File: config.mk
export PLATFORM = sky130hd
export DESIGN_NAME = serial_tx
export DESIGN_NICKNAME = d
export VERILOG_FILES = /design/src/rtl/serial_tx.sv
export SDC_FILE = /design/constraint.sdc
export NUM_CORES = 1
export LEC_CHECK = 0
export BUFFER_PORTS_ARGS = -buffer_cell sky130_fd_sc_hd__buf_2
export CAP_MARGIN = 0
export CORE_UTILIZATION = 46
export DETAILED_ROUTE_END_ITERATION = 6
export MAX_ROUTING_LAYER = met4
export PLACE_DENSITY = 0.71
export SETUP_SLACK_MARGIN = 0.05
export SYNTH_ARGS = -nofsm -noshare
export SYNTH_HDL_FRONTEND = slang
export SYNTH_SLANG_ARGS = --single-unit
File: constraint.sdc
create_clock -name CLK -period 4.54 [get_ports CLK]
set_input_delay 0.227 -clock CLK [delete_from_list [all_inputs] [get_ports CLK]]
set_output_delay 0.227 -clock CLK [all_outputs]
set_load 0.1 [all_outputs]
File: src/rtl/serial_tx.sv
// serial_tx: 8N1 UART transmitter, LSB first, fed from a byte FIFO.
// Frames drain back-to-back with no idle gap while the FIFO holds data.
module serial_tx #(
   parameter int WAIT_DIV   = 434,
   parameter int FIFO_DEPTH = 16
) (
   input  logic       CLK,
   input  logic       RST,
   input  logic       Wr_en,
   input  logic [7:0] write_data,
   output logic       Full,
   output logic       Empty,
   output logic       Busy,
   output logic       Overflow,
   output logic       txd
);

   localparam int PW = $clog2(FIFO_DEPTH);
   localparam int CW = PW + 1;
   localparam int BW = $clog2(WAIT_DIV);

   typedef enum logic [1:0] {
      s_idle,
      s_start,
      s_data,
      s_stop
   } state_t;

   state_t          state_q, state_d;
   logic [BW-1:0]   baud_q, baud_d;
   logic [2:0]      bit_q, bit_d;
   logic [7:0]      shift_q, shift_d;
   logic            txd_q, txd_d;
   logic [PW-1:0]   wr_ptr_q, wr_ptr_d;
   logic [PW-1:0]   rd_ptr_q, rd_ptr_d;
   logic [CW-1:0]   count_q, count_d;
   logic            ovf_q, ovf_d;
   logic [7:0]      mem_q [FIFO_DEPTH];
   logic [7:0]      mem_d [FIFO_DEPTH];

   logic            full, empty;
   logic            wr_acc, pop, baud_last;

   assign full      = (count_q == CW'(FIFO_DEPTH));
   assign empty     = (count_q == '0);
   assign baud_last = (baud_q == BW'(WAIT_DIV - 1));
   assign wr_acc    = Wr_en && !full;

   always_comb begin
      state_d  = state_q;
      baud_d   = baud_q;
      bit_d    = bit_q;
      shift_d  = shift_q;
      txd_d    = txd_q;
      wr_ptr_d = wr_ptr_q;
      rd_ptr_d = rd_ptr_q;
      count_d  = count_q;
      ovf_d    = ovf_q | (Wr_en & full);
      mem_d    = mem_q;
      pop      = 1'b0;

      // txd_d follows the next state so the line changes on the same edge
      unique case (state_q)
         s_idle: begin
            txd_d = 1'b1;
            if (!empty) begin
               pop     = 1'b1;
               state_d = s_start;
               baud_d  = '0;
               txd_d   = 1'b0;
            end
         end
         s_start: begin
            if (baud_last) begin
               state_d = s_data;
               baud_d  = '0;
               bit_d   = 3'd0;
               txd_d   = shift_q[0];
            end else begin
               baud_d = baud_q + 1'b1;
            end
         end
         s_data: begin
            if (baud_last) begin
               baud_d  = '0;
               shift_d = shift_q >> 1;
               if (bit_q == 3'd7) begin
                  state_d = s_stop;
                  txd_d   = 1'b1;
               end else begin
                  bit_d = bit_q + 3'd1;
                  txd_d = shift_q[1];
               end
            end else begin
               baud_d = baud_q + 1'b1;
            end
         end
         s_stop: begin
            if (baud_last) begin
               baud_d = '0;
               if (!empty) begin
                  pop     = 1'b1;
                  state_d = s_start;
                  txd_d   = 1'b0;
               end else begin
                  state_d = s_idle;
                  txd_d   = 1'b1;
               end
            end else begin
               baud_d = baud_q + 1'b1;
            end
         end
      endcase

      if (pop) begin
         shift_d  = mem_q[rd_ptr_q];
         rd_ptr_d = rd_ptr_q + 1'b1;
      end
      if (wr_acc) begin
         mem_d[wr_ptr_q] = write_data;
         wr_ptr_d        = wr_ptr_q + 1'b1;
      end

      unique case ({wr_acc, pop})
         2'b10:   count_d = count_q + 1'b1;
         2'b01:   count_d = count_q - 1'b1;
         default: count_d = count_q;
      endcase
   end

   always_ff @(posedge CLK) begin
      if (RST) begin
         state_q  <= s_idle;
         baud_q   <= '0;
         bit_q    <= '0;
         shift_q  <= '0;
         txd_q    <= 1'b1;
         wr_ptr_q <= '0;
         rd_ptr_q <= '0;
         count_q  <= '0;
         ovf_q    <= 1'b0;
      end else begin
         state_q  <= state_d;
         baud_q   <= baud_d;
         bit_q    <= bit_d;
         shift_q  <= shift_d;
         txd_q    <= txd_d;
         wr_ptr_q <= wr_ptr_d;
         rd_ptr_q <= rd_ptr_d;
         count_q  <= count_d;
         ovf_q    <= ovf_d;
      end
   end

   // Storage needs no reset; occupancy alone decides validity
   always_ff @(posedge CLK) begin
      mem_q <= mem_d;
   end

   assign Full     = full;
   assign Empty    = empty;
   assign Busy     = (state_q != s_idle);
   assign Overflow = ovf_q;
   assign txd      = txd_q;

endmodule

== After elaboration in Yosys (flattened, before gate mapping) ==
Index checks and enable logic that the tools add are counted.

* ROM bits: 0
* Latch bits: 0
* Word-level logic and storage cells: 100
* Memories: 0
* Register bits after elaboration: 165
* Memory bits (writable): 0

* Multipliers: 0
* Divide/modulo/power cells: 0
* Order comparisons: 3
* Equal/unequal tests: 14
* Shifts and indexed selects: 0
* Bitwise gates (word level): 4
* Reduce and logical (&&, ||, !) cells: 15
* Muxes and demuxes: 33
* Add/subtract/negate cells: 6

{| class="wikitable"
|+ Operators by type and width
! kind !! number
|-
| 128-bit bitwise mux || 1
|-
| 8-bit 2-to-1 mux || 6
|-
| 8-bit binary-select mux with 4-bit select || 1
|-
| 8-bit demux with 4-bit select || 1
|-
| 9-bit 2-to-1 mux || 2
|-
| 9-bit one-hot mux with 2 select lines || 1
|-
| 2-bit != test, second input constant || 6
|-
| 5-bit greater-or-equal comparator, second input constant || 2
|-
| 2-bit 2-to-1 mux || 5
|-
| 4-bit inverter with 5-bit output || 2
|-
| 5-bit one-hot mux with 2 select lines || 1
|-
| 2-bit nonzero test || 5
|-
| 9-bit by 1-bit adder with 9-bit output, second input constant || 1
|-
| 9-bit equality test, second input constant || 1
|-
| 3-bit 2-to-1 mux || 3
|-
| 4-bit by 1-bit adder with 4-bit output, second input constant || 2
|-
| 1-bit 2-to-1 mux || 8
|-
| 2-bit one-hot mux with 4 select lines || 1
|-
| 2-bit equality test, second input constant || 3
|-
| 3-bit one-hot mux with 2 select lines || 1
|-
| 5-bit by 1-bit adder with 5-bit output, second input constant || 1
|-
| 5-bit equality test, second input constant || 1
|-
| 5-bit zero test || 1
|-
| 5-bit by 1-bit < comparator with 1-bit output, second input constant || 1
|-
| 16 further kinds || 18
|}

== Logic depth before layout (Yosys ltp) ==
Gate-level depths: netlist (run 1).

* Word-level depth: 6
* Gate-level depth with buffers: 15

== Worst setup path after synthesis (run 1) ==
No wires, ideal clock.

* Path kind: flip-flop to flip-flop
* Start point: register state_q[0]
* End point: register count_q[4]
* Setup time: 121 ps
* Arrival time: 2869 ps
* Data required time: 4419 ps
* Path slack: 1550 ps
* Clock period less this slack: 2990 ps
* Path buffers: 2
* Stages on the path, launching flop included: 15
* Path through: dfxtp_1 inv_1 ha_1 buf_2 nor2_1 a211o_4 nor2_4 ha_1 clkbuf_1 xor2_1 ha_1 a21oi_1 a32oi_1 a21oi_1 mux2_2

* Word-level cells in the longest chain between the ends: 4
* Elaborated cells on any way between the ends: 7
* Classes of those cells: eq/ne (3); mux (2); reduce/logical (2)

{| class="wikitable"
|+ RTL lines
! item !! RTL line !! RTL
|-
| from (decl) || 29 || <nowiki>state_t state_q, state_d;</nowiki>
|-
| from (signal assigned) || 133 || <nowiki>state_q <= s_idle;</nowiki>
|-
| from (signal assigned) || 143 || <nowiki>state_q <= state_d;</nowiki>
|-
| 2-bit equality test / 2-bit zero test (equally long branches) || 63 || <nowiki>unique case (state_q)</nowiki>
|-
| 1-bit one-hot mux with 2 select lines (*) || 63 ||
|-
| 2-bit by 1-bit equality test with 1-bit output / 2-bit equality test (equally long branches) || 124 || <nowiki>unique case ({wr_acc, pop})</nowiki>
|-
| 5-bit one-hot mux with 2 select lines / 2-bit nonzero test (equally long branches) || n/a ||
|-
| to (signal assigned) || 150 || <nowiki>count_q <= count_d;</nowiki>
|-
| to (decl) || 36 || <nowiki>logic [CW-1:0] count_q, count_d;</nowiki>
|}

Every way passes the cells marked *; elsewhere a longest branch is shown, timed or not.
A chain may end at the register's enable or synchronous reset.

== Final worst setup path (run 1) ==
Same ends and word-level chain as after synthesis.

==> results.sh, run 1 <==
export IMPL_status="complete, no violations"
export IMPL_finalMaxSlewViolations=0
export IMPL_fin_cells=750
export IMPL_grt_pass1_vias=4350
export IMPL_ys_flop_type="edfxtp_1"
export IMPL_drt_pass1_iter_count=5
export IMPL_placed_area_um2=7527
export IMPL_r2r_start="state_q[0]$_SDFFE_PP0P_"
export IMPL_gp_congestion=0.8270
export IMPL_path_class="reg2reg"
export IMPL_std_cell_rows=45
export IMPL_crit_start="state_q[0]$_SDFFE_PP0P_"
export IMPL_die_area_um2=16270
export IMPL_ys_types=64
export IMPL_power_switching_w=0.001541
export IMPL_vias=4334
export IMPL_synth_area_top_cells="edfxtp_1 (53%), dfxtp_1 (10%), mux4_2 (5.9%), mux2i_1 (3.6%), ha_1 (2.9%)"
export IMPL_reg2reg_slack_ns=1.19
export IMPL_ir_drop_uv=375.9
export IMPL_final_core_util_pct=53.10
export IMPL_arrival_ns=3.66
export IMPL_clkTransAtPathRegs_ns=0.07
export IMPL_yosysTopAreaCell="edfxtp_1"
export IMPL_clock_latency_ns=0.44
export IMPL_clkPwrFrac_pct=32.3
export IMPL_cts_tree="yes"
export IMPL_ctsHtreeMaxLevel=4
export IMPL_multi_input_area_um2=2489
export IMPL_final_hold_viol_count=0
export IMPL_synth_common_cells="edfxtp_1 (128), nor2_1 (47), a21oi_1 (40)"
export IMPL_drt_wirelength_per_cell_um=19.94
export IMPL_antenna_found_initial=0
export IMPL_core_area_um2=15310
export IMPL_io_pins=16
export IMPL_n_fill_cell=1272
export IMPL_port_buffers=15
export IMPL_syn_area_um2=7252
export IMPL_cts_resized=0
export IMPL_hold_path_startpoint="Wr_en"
export IMPL_seqPwrFrac_pct=41.1
export IMPL_powerDensity_nw_per_um2=544.4
export IMPL_fmax_ghz=0.2986
export IMPL_die_y_um=127.6
export IMPL_drcViolationCount=0
export IMPL_track_usage_pct=20.59
export IMPL_cts_root_buf="clkbuf_16"
export IMPL_end_kind="flip-flop"
export IMPL_finalSetupViolCount=0
export IMPL_grt_ovfl_total=0
export IMPL_layout_min_cycle_time_ns=3.349
export IMPL_critPathMaxFanout=9
export IMPL_min_path_type="in2reg"
export IMPL_r2r_end="count_q[4]$_SDFFE_PP0P_"
export IMPL_clock_sinks=165
export IMPL_internal_power_w=0.002887
export IMPL_tightest_slew_ns=0.8591
export IMPL_dp_cells=718
export IMPL_clockBufferDepth=2
export IMPL_tns_ns=0
export IMPL_dp_hpwl_mm=9.765
export IMPL_startpoint_type="flip-flop"
export IMPL_die_width_um=127.6
export IMPL_rsz0062_at_grt="no"
export IMPL_cts_buffers=17
export IMPL_num_antenna_cells=0
export IMPL_cts_hold_buf=0
export IMPL_synth_xor_area_share_pct=1.208
export IMPL_grt_pass1_wl_mm=23.81
export IMPL_max_cap_violations=0
export IMPL_synth_top_family_by_area="compound AO/OA/AOI/OAI gates"
export IMPL_drtIter0Drc=460
export IMPL_fin_skew_ns=0.02090
export IMPL_reg2reg_depth=12
export IMPL_grt_max_degree=33
export IMPL_antenna_left=0
export IMPL_synth_fp_nets=537
export IMPL_wl_mm=14.95
export IMPL_synth_seq_cells=165
export IMPL_switching_share_pct=34.80
export IMPL_fin_crit_sh_pct=73.77
export IMPL_yosysMostFrequentCell="edfxtp_1"
export IMPL_cts_setup_buffers=0
export IMPL_seqCellArea_um2=4586
export IMPL_yosys_warnings=0
export IMPL_synth_fa_ha_area_share_pct=2.933
export IMPL_synth_edf_count=128
export IMPL_holdWs_ns=0.06404
export IMPL_nNetsFinal=554
export IMPL_yosysSeqAreaShare_pct=63.22
export IMPL_combPwrFrac_pct=26.5
export IMPL_start_util_pct=47.35
export IMPL_async_reset_ff_share_pct=0
export IMPL_synth_compound_area_share_pct=12.25
export IMPL_via_per_inst=5.779
export IMPL_required_ns=4.85
export IMPL_synth_mux_area_share_pct=9.800
export IMPL_area_growth_pct=12.15
export IMPL_drive_above_1_share_pct=17.63
export IMPL_synth_avg_cell_area_um2=14.25
export IMPL_syn_inst=509
export IMPL_synth_simple_gate_area_share_pct=8.126
export IMPL_stdcell_area_um2=8133
export IMPL_crit_end="count_q[4]$_SDFFE_PP0P_"
export IMPL_relSlewSlack_pct=42.65
export IMPL_synth_top_area_share_pct=53.00
export IMPL_p_leak_nw=2.758
[cell type report]
type,instances,area share (%)
multi-input combinational,306,30.60
clock buffer,17,5.231
timing repair buffer,21,1.631
clock inverter,15,2.215
inverter,15,0.6923
sequential,165,56.38
tap,211,3.246
[through the flow]
stage | power (W) | setup WS (ns)
2_1_floorplan | 0.002764 | 1.550
3_5_place_dp | 0.003025 | 1.256
6_report | 0.004428 | 1.191
4_1_cts | 0.004448 | 1.216
5_1_grt | 0.004610 | 0.9182
3_3_place_gp | 0.002982 | 1.418
[routing by layer]
layer / share of wire [%] / wire [um] / GRT usage (%) / vias to the layer above
met2: 50 / 7424 / 32.56 / 152
met4: 1.8 / 268 / 8.053 / 0
met5: 0 / 0 / - / -
met3: 6.0 / 894 / 4.229 / 23
li1: - / - / - / 2010
met1: 43 / 6365 / 26.13 / 2149
[critical path: stages, from the launching register on]
cell	delay (ns)
dfxtp_1	0.33
inv_1	0.17
ha_1	0.40
nor2_1	0.13
a211o_4	0.38
nor2_4	0.18
ha_1	0.36
xor2_1	0.12
ha_1	0.20
a21oi_1	0.26
a32oi_1	0.17
a21oi_1	0.19
mux2_2	0.34
[logic make-up after synthesis]
logic type | Yosys count
buffers and inverters | 38
AND/OR/NAND/NOR | 111
XOR/XNOR | 10
AO/OA/AOI/OAI | 121
flip-flops | 165
multiplexers | 47
adder cells (fa/ha/maj) | 17
[worst min-delay path by stage]
stage          cells past startpoint  slack [ns]                   to
3_3_place_gp                       1        0.44     txd$_SDFFE_PP1P_
3_5_place_dp                       1        0.44     txd$_SDFFE_PP1P_
4_1_cts                            3        0.04  Overflow$_SDFF_PP0_
2_1_floorplan                      0        0.33   mem_q[0]$_DFFE_PP_
6_report                           3        0.06  Overflow$_SDFF_PP0_
5_1_grt                            3         0.1  Overflow$_SDFF_PP0_
[cells in the final DEF (no fill, tap or decap), types with 6 or more instances in the layout]
| cell type | count |
|---|---|
| edfxtp_1 | 128 |
| o21ai_0 | 8 |
| ha_1 | 17 |
| mux2i_1 | 26 |
| a32oi_1 | 7 |
| a21boi_0 | 6 |
| buf_2 | 15 |
| o211a_1 | 7 |
| nor2b_1 | 7 |
| a21oi_1 | 40 |
| o211ai_1 | 6 |
| a211o_1 | 7 |
| mux4_2 | 19 |
| dfxtp_1 | 36 |
| nand2_1 | 18 |
| nor3_1 | 6 |
| nor2_1 | 47 |
| o31ai_1 | 7 |
| inv_1 | 14 |
| clkbuf_16 | 17 |
| o21ai_1 | 6 |
[sequential cells by signal, indices dropped and copies added, names as in the netlist]
signal,count
mem_q,128
baud_q,9
shift_q,8
count_q,5
rd_ptr_q,4
wr_ptr_q,4
bit_q,3
state_q,2
Overflow,1
txd,1
[power by group through the flow]
| stage | logic, W | clock network (W) | registers, W |
|---|---|---|---|
| floorplan | 0.000935 | 0 | 0.00183 |
| global placement | 0.00114 | 0 | 0.00185 |
| detailed placement | 0.00117 | 0 | 0.00185 |
| CTS | 0.00118 | 0.00145 | 0.00182 |
| global route | 0.00126 | 0.00151 | 0.00183 |
| finish | 0.00117 | 0.00143 | 0.00182 |
Note: power is estimated with default switching activity, not from simulation.
==> inputs of run 2 (changes only) <==
==> constraint.sdc (replaced) <==
create_clock -name CLK -period 3.4 [get_ports CLK]
set_input_delay 0.17 -clock CLK [delete_from_list [all_inputs] [get_ports CLK]]
set_output_delay 0.17 -clock CLK [all_outputs]
set_load 0.1 [all_outputs]
==> results.sh, run 2 (same netlist as run 1, synthesis figures left out) <==
export IMPL_drive_above_1_share_pct=17.83
export IMPL_die_area_um2=16270
export IMPL_track_usage_pct=20.70
export IMPL_startpoint_type="flip-flop"
export IMPL_status="complete, no violations"
export IMPL_use_met3_pct=4.648
export IMPL_gr_usage_met2_pct=32.85
export IMPL_combPwrFrac_pct=27.3
export IMPL_finalSetupViolCount=0
export IMPL_clkTransAtPathRegs_ns=0.07
export IMPL_layout_min_cycle_time_ns=3.166
export IMPL_holdWs_ns=0.1460
export IMPL_rsz0062_at_grt="no"
export IMPL_core_area_um2=15310
export IMPL_clockBufferDepth=2
export IMPL_ir_drop_uv=510.3
export IMPL_power_switching_w=0.002012
export IMPL_cts_root_buf="clkbuf_16"
export IMPL_seqCellArea_um2=4586
export IMPL_clock_sinks=165
export IMPL_switching_share_pct=33.84
export IMPL_grt_use_met1_pct=26.06
export IMPL_die_width_um=127.6
export IMPL_finalMaxSlewViolations=0
export IMPL_port_buffers=15
export IMPL_mostFrequentLayoutCell="edfxtp_1"
export IMPL_fin_skew_ns=0.01178
export IMPL_ctsHtreeMaxLevel=4
export IMPL_path_class="reg2reg"
export IMPL_area_growth_pct=12.53
export IMPL_drtIter0Drc=432
export IMPL_final_cell_mix="edfxtp_1 (128), nor2_1 (47), a21oi_1 (40)"
export IMPL_fin_crit_sh_pct=93.13
export IMPL_fin_cells=755
export IMPL_tns_ns=0
export IMPL_multi_input_area_um2=2489
export IMPL_antenna_left=0
export IMPL_grt_pass1_vias=4356
export IMPL_required_ns=3.71
export IMPL_drt_wirelength_per_cell_um=19.96
export IMPL_start_util_pct=47.35
export IMPL_largest_reg_flops=128
export IMPL_seqPwrFrac_pct=40.5
export IMPL_max_cap_violations=0
export IMPL_internal_power_w=0.003934
export IMPL_grt_ovfl_total=0
export IMPL_busiest_layer="met2"
export IMPL_drcViolationCount=0
export IMPL_tightest_slew_ns=0.9361
export IMPL_largest_register="mem_q"
export IMPL_grt_max_degree=33
export IMPL_critPathMaxFanout=8
export IMPL_final_core_util_pct=53.28
export IMPL_vias=4349
export IMPL_antenna_found_initial=0
export IMPL_drt_pass1_iter_count=5
export IMPL_cts_setup_buffers=0
export IMPL_fmax_ghz=0.3158
export IMPL_top_regs="mem_q: 128 flops, baud_q: 9 flops, shift_q: 8 flops"
export IMPL_p_leak_nw=2.789
export IMPL_relSlewSlack_pct=37.36
export IMPL_std_cell_rows=45
export IMPL_arrival_ns=3.48
export IMPL_clock_latency_ns=0.43
export IMPL_die_y_um=127.6
export IMPL_end_kind="flip-flop"
export IMPL_powerDensity_nw_per_um2=728.7
export IMPL_num_antenna_cells=0
export IMPL_dp_hpwl_mm=9.904
export IMPL_dp_cells=722
export IMPL_final_hold_viol_count=0
export IMPL_wl_mm=15.07
export IMPL_cts_buffers=17
export IMPL_n_fill_cell=1256
export IMPL_grt_pass1_wl_mm=24.01
export IMPL_io_pins=16
export IMPL_via_per_inst=5.760
export IMPL_nNetsFinal=559
export IMPL_clkPwrFrac_pct=32.3
export IMPL_cts_tree="yes"
export IMPL_min_path_type="in2reg"
export IMPL_gp_congestion=0.8484
-- run 2: cell types whose count changed in the layout (fill, tap and decap cells not counted) --
cell           change
buf_4              +4
bufinv_16          +1
clkbuf_1           +1
clkinv_1           +1
clkinv_4           +3
clkinv_8           -3
clkinvlp_4         -3
dlygate4sd3_1      +1
inv_12             -1
inv_8              +1
-- run 2: worst paths after layout --
| kind | start | endpoint | slack, ns | cells after the start |
|---|---|---|---|---|
| max | state_q[1]$_SDFFE_PP0P_ | count_q[4]$_SDFFE_PP0P_ | 0.23 | 12 |
| min | write_data[7] | mem_q[119]$_DFFE_PP_ | 0.15 | 1 |
| max reg2reg | state_q[1]$_SDFFE_PP0P_ | count_q[4]$_SDFFE_PP0P_ | 0.23 | 12 |
| min reg2reg | Overflow$_SDFF_PP0_ | Overflow$_SDFF_PP0_ | 0.46 | 2 |
-- run 2: routing by layer --
metal  part of all wire [%]  up-vias
met4                    1.7        0
li1                       -     2020
met1                     44     2176
met3                    5.1       21
met5                      0        -
met2                     49      132
-- run 2: final cells by class --
class | count | area share [%]
Inverter | 15 | 0.6900
Sequential cell | 165 | 56.19
Clock inverter | 14 | 2.009
Tap cell | 211 | 3.235
Timing Repair Buffer | 26 | 2.116
Clock buffer | 18 | 5.259
Multi-Input combinational cell | 306 | 30.50
-- run 2: repair_timing --
item,CTS,global route
hold buffers,1,0
endpoints found under the hold margin,1,0
gates resized for setup,0,0
-- run 2: power groups by stage --
stage	Combinational (W)	Clock, W	Sequential (W)
floorplan	0.00125	0	0.00244
global placement	0.00157	0	0.00244
detailed placement	0.00161	0	0.00245
CTS	0.00162	0.00193	0.00240
global route	0.00176	0.00202	0.00242
finish	0.00162	0.00192	0.00241
-- run 2: metrics by stage --
step,setup slack [ns],total power [W],area (um2)
after floorplan,0.4103,0.003690,7252
after global placement,0.4550,0.004008,7557
after detailed placement,0.3096,0.004057,7557
after CTS,0.2784,0.005957,8160
after global routing,0.08498,0.006208,8160
final,0.2335,0.005947,8160
-- run 2: critical path, stage by stage, from the launching register on --
cell and delay (ns):
dfxtp_1 0.41, inv_1 0.11, ha_1 0.38, a211o_4 0.35, nor2_4 0.19, ha_1 0.36, xor2_1 0.18, ha_1 0.16
a21oi_1 0.07, nor3b_1 0.23, o21ai_0 0.10, a21oi_1 0.17, mux2_2 0.35
==> inputs of run 3 (changes only) <==
==> config.mk (replaced) <==
export PLATFORM = sky130hd
export DESIGN_NAME = serial_tx
export DESIGN_NICKNAME = d
export VERILOG_FILES = /design/src/rtl/serial_tx.sv
export SDC_FILE = /design/constraint.sdc
export NUM_CORES = 1
export LEC_CHECK = 0
export CAP_MARGIN = 0
export CORE_UTILIZATION = 45
export DETAILED_ROUTE_END_ITERATION = 6
export DONT_BUFFER_PORTS = 1
export MAX_ROUTING_LAYER = met4
export PLACE_DENSITY = 0.69
export SETUP_SLACK_MARGIN = 0.05
export SYNTH_ARGS = -nofsm -noshare
export SYNTH_HDL_FRONTEND = slang
export SYNTH_SLANG_ARGS = --single-unit
export TNS_END_PERCENT = 100
==> results.sh, run 3 (same netlist as run 1, synthesis figures left out) <==
export IMPL_finalMaxSlewViolations=0
export IMPL_die_width_um=128.9
export IMPL_cts_buffers=17
export IMPL_gp_congestion=0.7901
export IMPL_largest_reg_flops=128
export IMPL_dp_cells=710
export IMPL_cts_setup_buffers=0
export IMPL_rsz0062_at_grt="no"
export IMPL_critPathMaxFanout=8
export IMPL_track_usage_pct=19.73
export IMPL_clock_sinks=165
export IMPL_start_util_pct=45.82
export IMPL_drt_wirelength_per_cell_um=19.36
export IMPL_busiest_layer="met2"
export IMPL_grt_ovfl_total=0
export IMPL_status="complete, no violations"
export IMPL_grt_use_met1_pct=24.16
export IMPL_max_cap_violations=0
export IMPL_startpoint_type="flip-flop"
export IMPL_reg2reg_slack_ns=0.28
export IMPL_area_growth_pct=12.53
export IMPL_final_cell_mix="edfxtp_1 (128), nor2_1 (47), a21oi_1 (40)"
export IMPL_final_hold_viol_count=0
export IMPL_nNetsFinal=552
export IMPL_wl_mm=14.56
export IMPL_clock_latency_ns=0.42
export IMPL_arrival_ns=3.43
export IMPL_antenna_left=0
export IMPL_holdWs_ns=0.01570
export IMPL_fmax_ghz=0.3209
export IMPL_drt_pass1_iter_count=5
export IMPL_required_ns=3.71
export IMPL_top_regs="mem_q: 128 flops, baud_q: 9 flops, shift_q: 8 flops"
export IMPL_layout_min_cycle_time_ns=3.116
export IMPL_die_y_um=128.9
export IMPL_port_buffers=0
export IMPL_drtIter0Drc=342
export IMPL_crit_start="state_q[0]$_SDFFE_PP0P_"
export IMPL_fin_skew_ns=0.008194
export IMPL_ir_drop_uv=402.7
export IMPL_largest_register="mem_q"
export IMPL_path_class="reg2reg"
export IMPL_die_area_um2=16630
export IMPL_p_leak_nw=2.752
export IMPL_r2r_start="state_q[0]$_SDFFE_PP0P_"
export IMPL_fin_crit_sh_pct=91.66
export IMPL_gr_usage_met2_pct=31.80
export IMPL_grt_max_degree=31
export IMPL_reg2reg_depth=11
export IMPL_relSlewSlack_pct=18.95
export IMPL_dp_hpwl_mm=9.780
export IMPL_tightest_slew_ns=1.207
export IMPL_clockBufferDepth=2
export IMPL_via_per_inst=5.717
export IMPL_grt_pass1_vias=4289
export IMPL_crit_end="count_q[4]$_SDFFE_PP0P_"
export IMPL_grt_pass1_wl_mm=23.10
export IMPL_mostFrequentLayoutCell="edfxtp_1"
export IMPL_powerDensity_nw_per_um2=713.2
export IMPL_hold_path_startpoint="RST"
export IMPL_core_area_um2=15830
export IMPL_cts_tree="yes"
export IMPL_antenna_found_initial=0
export IMPL_io_pins=16
export IMPL_drive_above_1_share_pct=14.93
export IMPL_n_fill_cell=1324
export IMPL_min_path_type="in2reg"
export IMPL_ctsHtreeMaxLevel=4
export IMPL_drcViolationCount=0
export IMPL_vias=4299
export IMPL_tns_ns=0
export IMPL_num_antenna_cells=0
export IMPL_std_cell_rows=46
export IMPL_end_kind="flip-flop"
export IMPL_cts_root_buf="clkbuf_16"
export IMPL_r2r_end="count_q[4]$_SDFFE_PP0P_"
export IMPL_fin_cells=752
export IMPL_clkTransAtPathRegs_ns=0.06
export IMPL_finalSetupViolCount=0
export IMPL_use_met3_pct=5.821
## run 3: power breakdown
part / internal [W] / switching (W)
logic: 0.000583 / 0.000952
clock network: 0.00102 / 0.000799
registers: 0.00230 / 0.000172
total: 0.00390 / 0.00192
## run 3: critical path, cell delays in order, from the launching register on
cell     delay (ns)
dfxtp_1        0.37
inv_1          0.12
ha_1           0.39
a211o_4        0.34
nor2_4         0.19
ha_2           0.31
xor2_1         0.09
ha_1           0.18
a21oi_1        0.26
a32oi_1        0.15
a21oi_1        0.21
mux2_2         0.36
## run 3: worst min path at each step
| stage | endpoint | slack (ns) | cells past startpoint |
|---|---|---|---|
| detailed placement | rd_ptr_q[0]$_SDFFE_PP0N_ | 0.25 | 1 |
| finish | state_q[0]$_SDFFE_PP0P_ | 0.02 | 2 |
| global placement | baud_q[8]$_SDFFE_PP0P_ | 0.24 | 1 |
| global route | baud_q[5]$_SDFFE_PP0P_ | 0.007 | 2 |
| floorplan | mem_q[0]$_DFFE_PP_ | 0.27 | 0 |
| CTS | wr_ptr_q[0]$_SDFFE_PP0N_ | 0.006 | 2 |
## run 3: final cells by class
type / count / area [um2] / area share, %
clock buffer: 18 / 429.2 / 5.259
tap: 216 / 270.3 / 3.312
timing repair buffer: 19 / 205.2 / 2.515
inverter: 15 / 56.30 / 0.6900
clock inverter: 13 / 122.6 / 1.503
multi-input combinational: 306 / 2491 / 30.53
sequential: 165 / 4586 / 56.19
## run 3: what timing repair did
item,in CTS,in global routing
setup endpoints to repair,0,1
hold buffers,11,0
gates resized for setup,0,1
hold endpoints to repair,158,0
## run 3: through the flow
stage               setup WS [ns]  area [um2]  utilization [%]  total power [W]
floorplan                  0.4103        7252                -         0.003690
global placement           0.4445        7486            47.30         0.003957
detailed placement         0.2229        7486            47.30         0.004003
CTS                        0.2081        8158            51.54         0.005852
global route              0.06166        8160            51.56         0.006074
finish                     0.2835        8160            51.56         0.005820
## run 3: per-layer routing
layer	up-vias	routed length [um]	part of all wire (%)
met5	-	0	0
met4	0	125	0.86
met3	18	813	5.6
met2	128	7287	50
met1	2147	6332	43
li1	2006	-	-
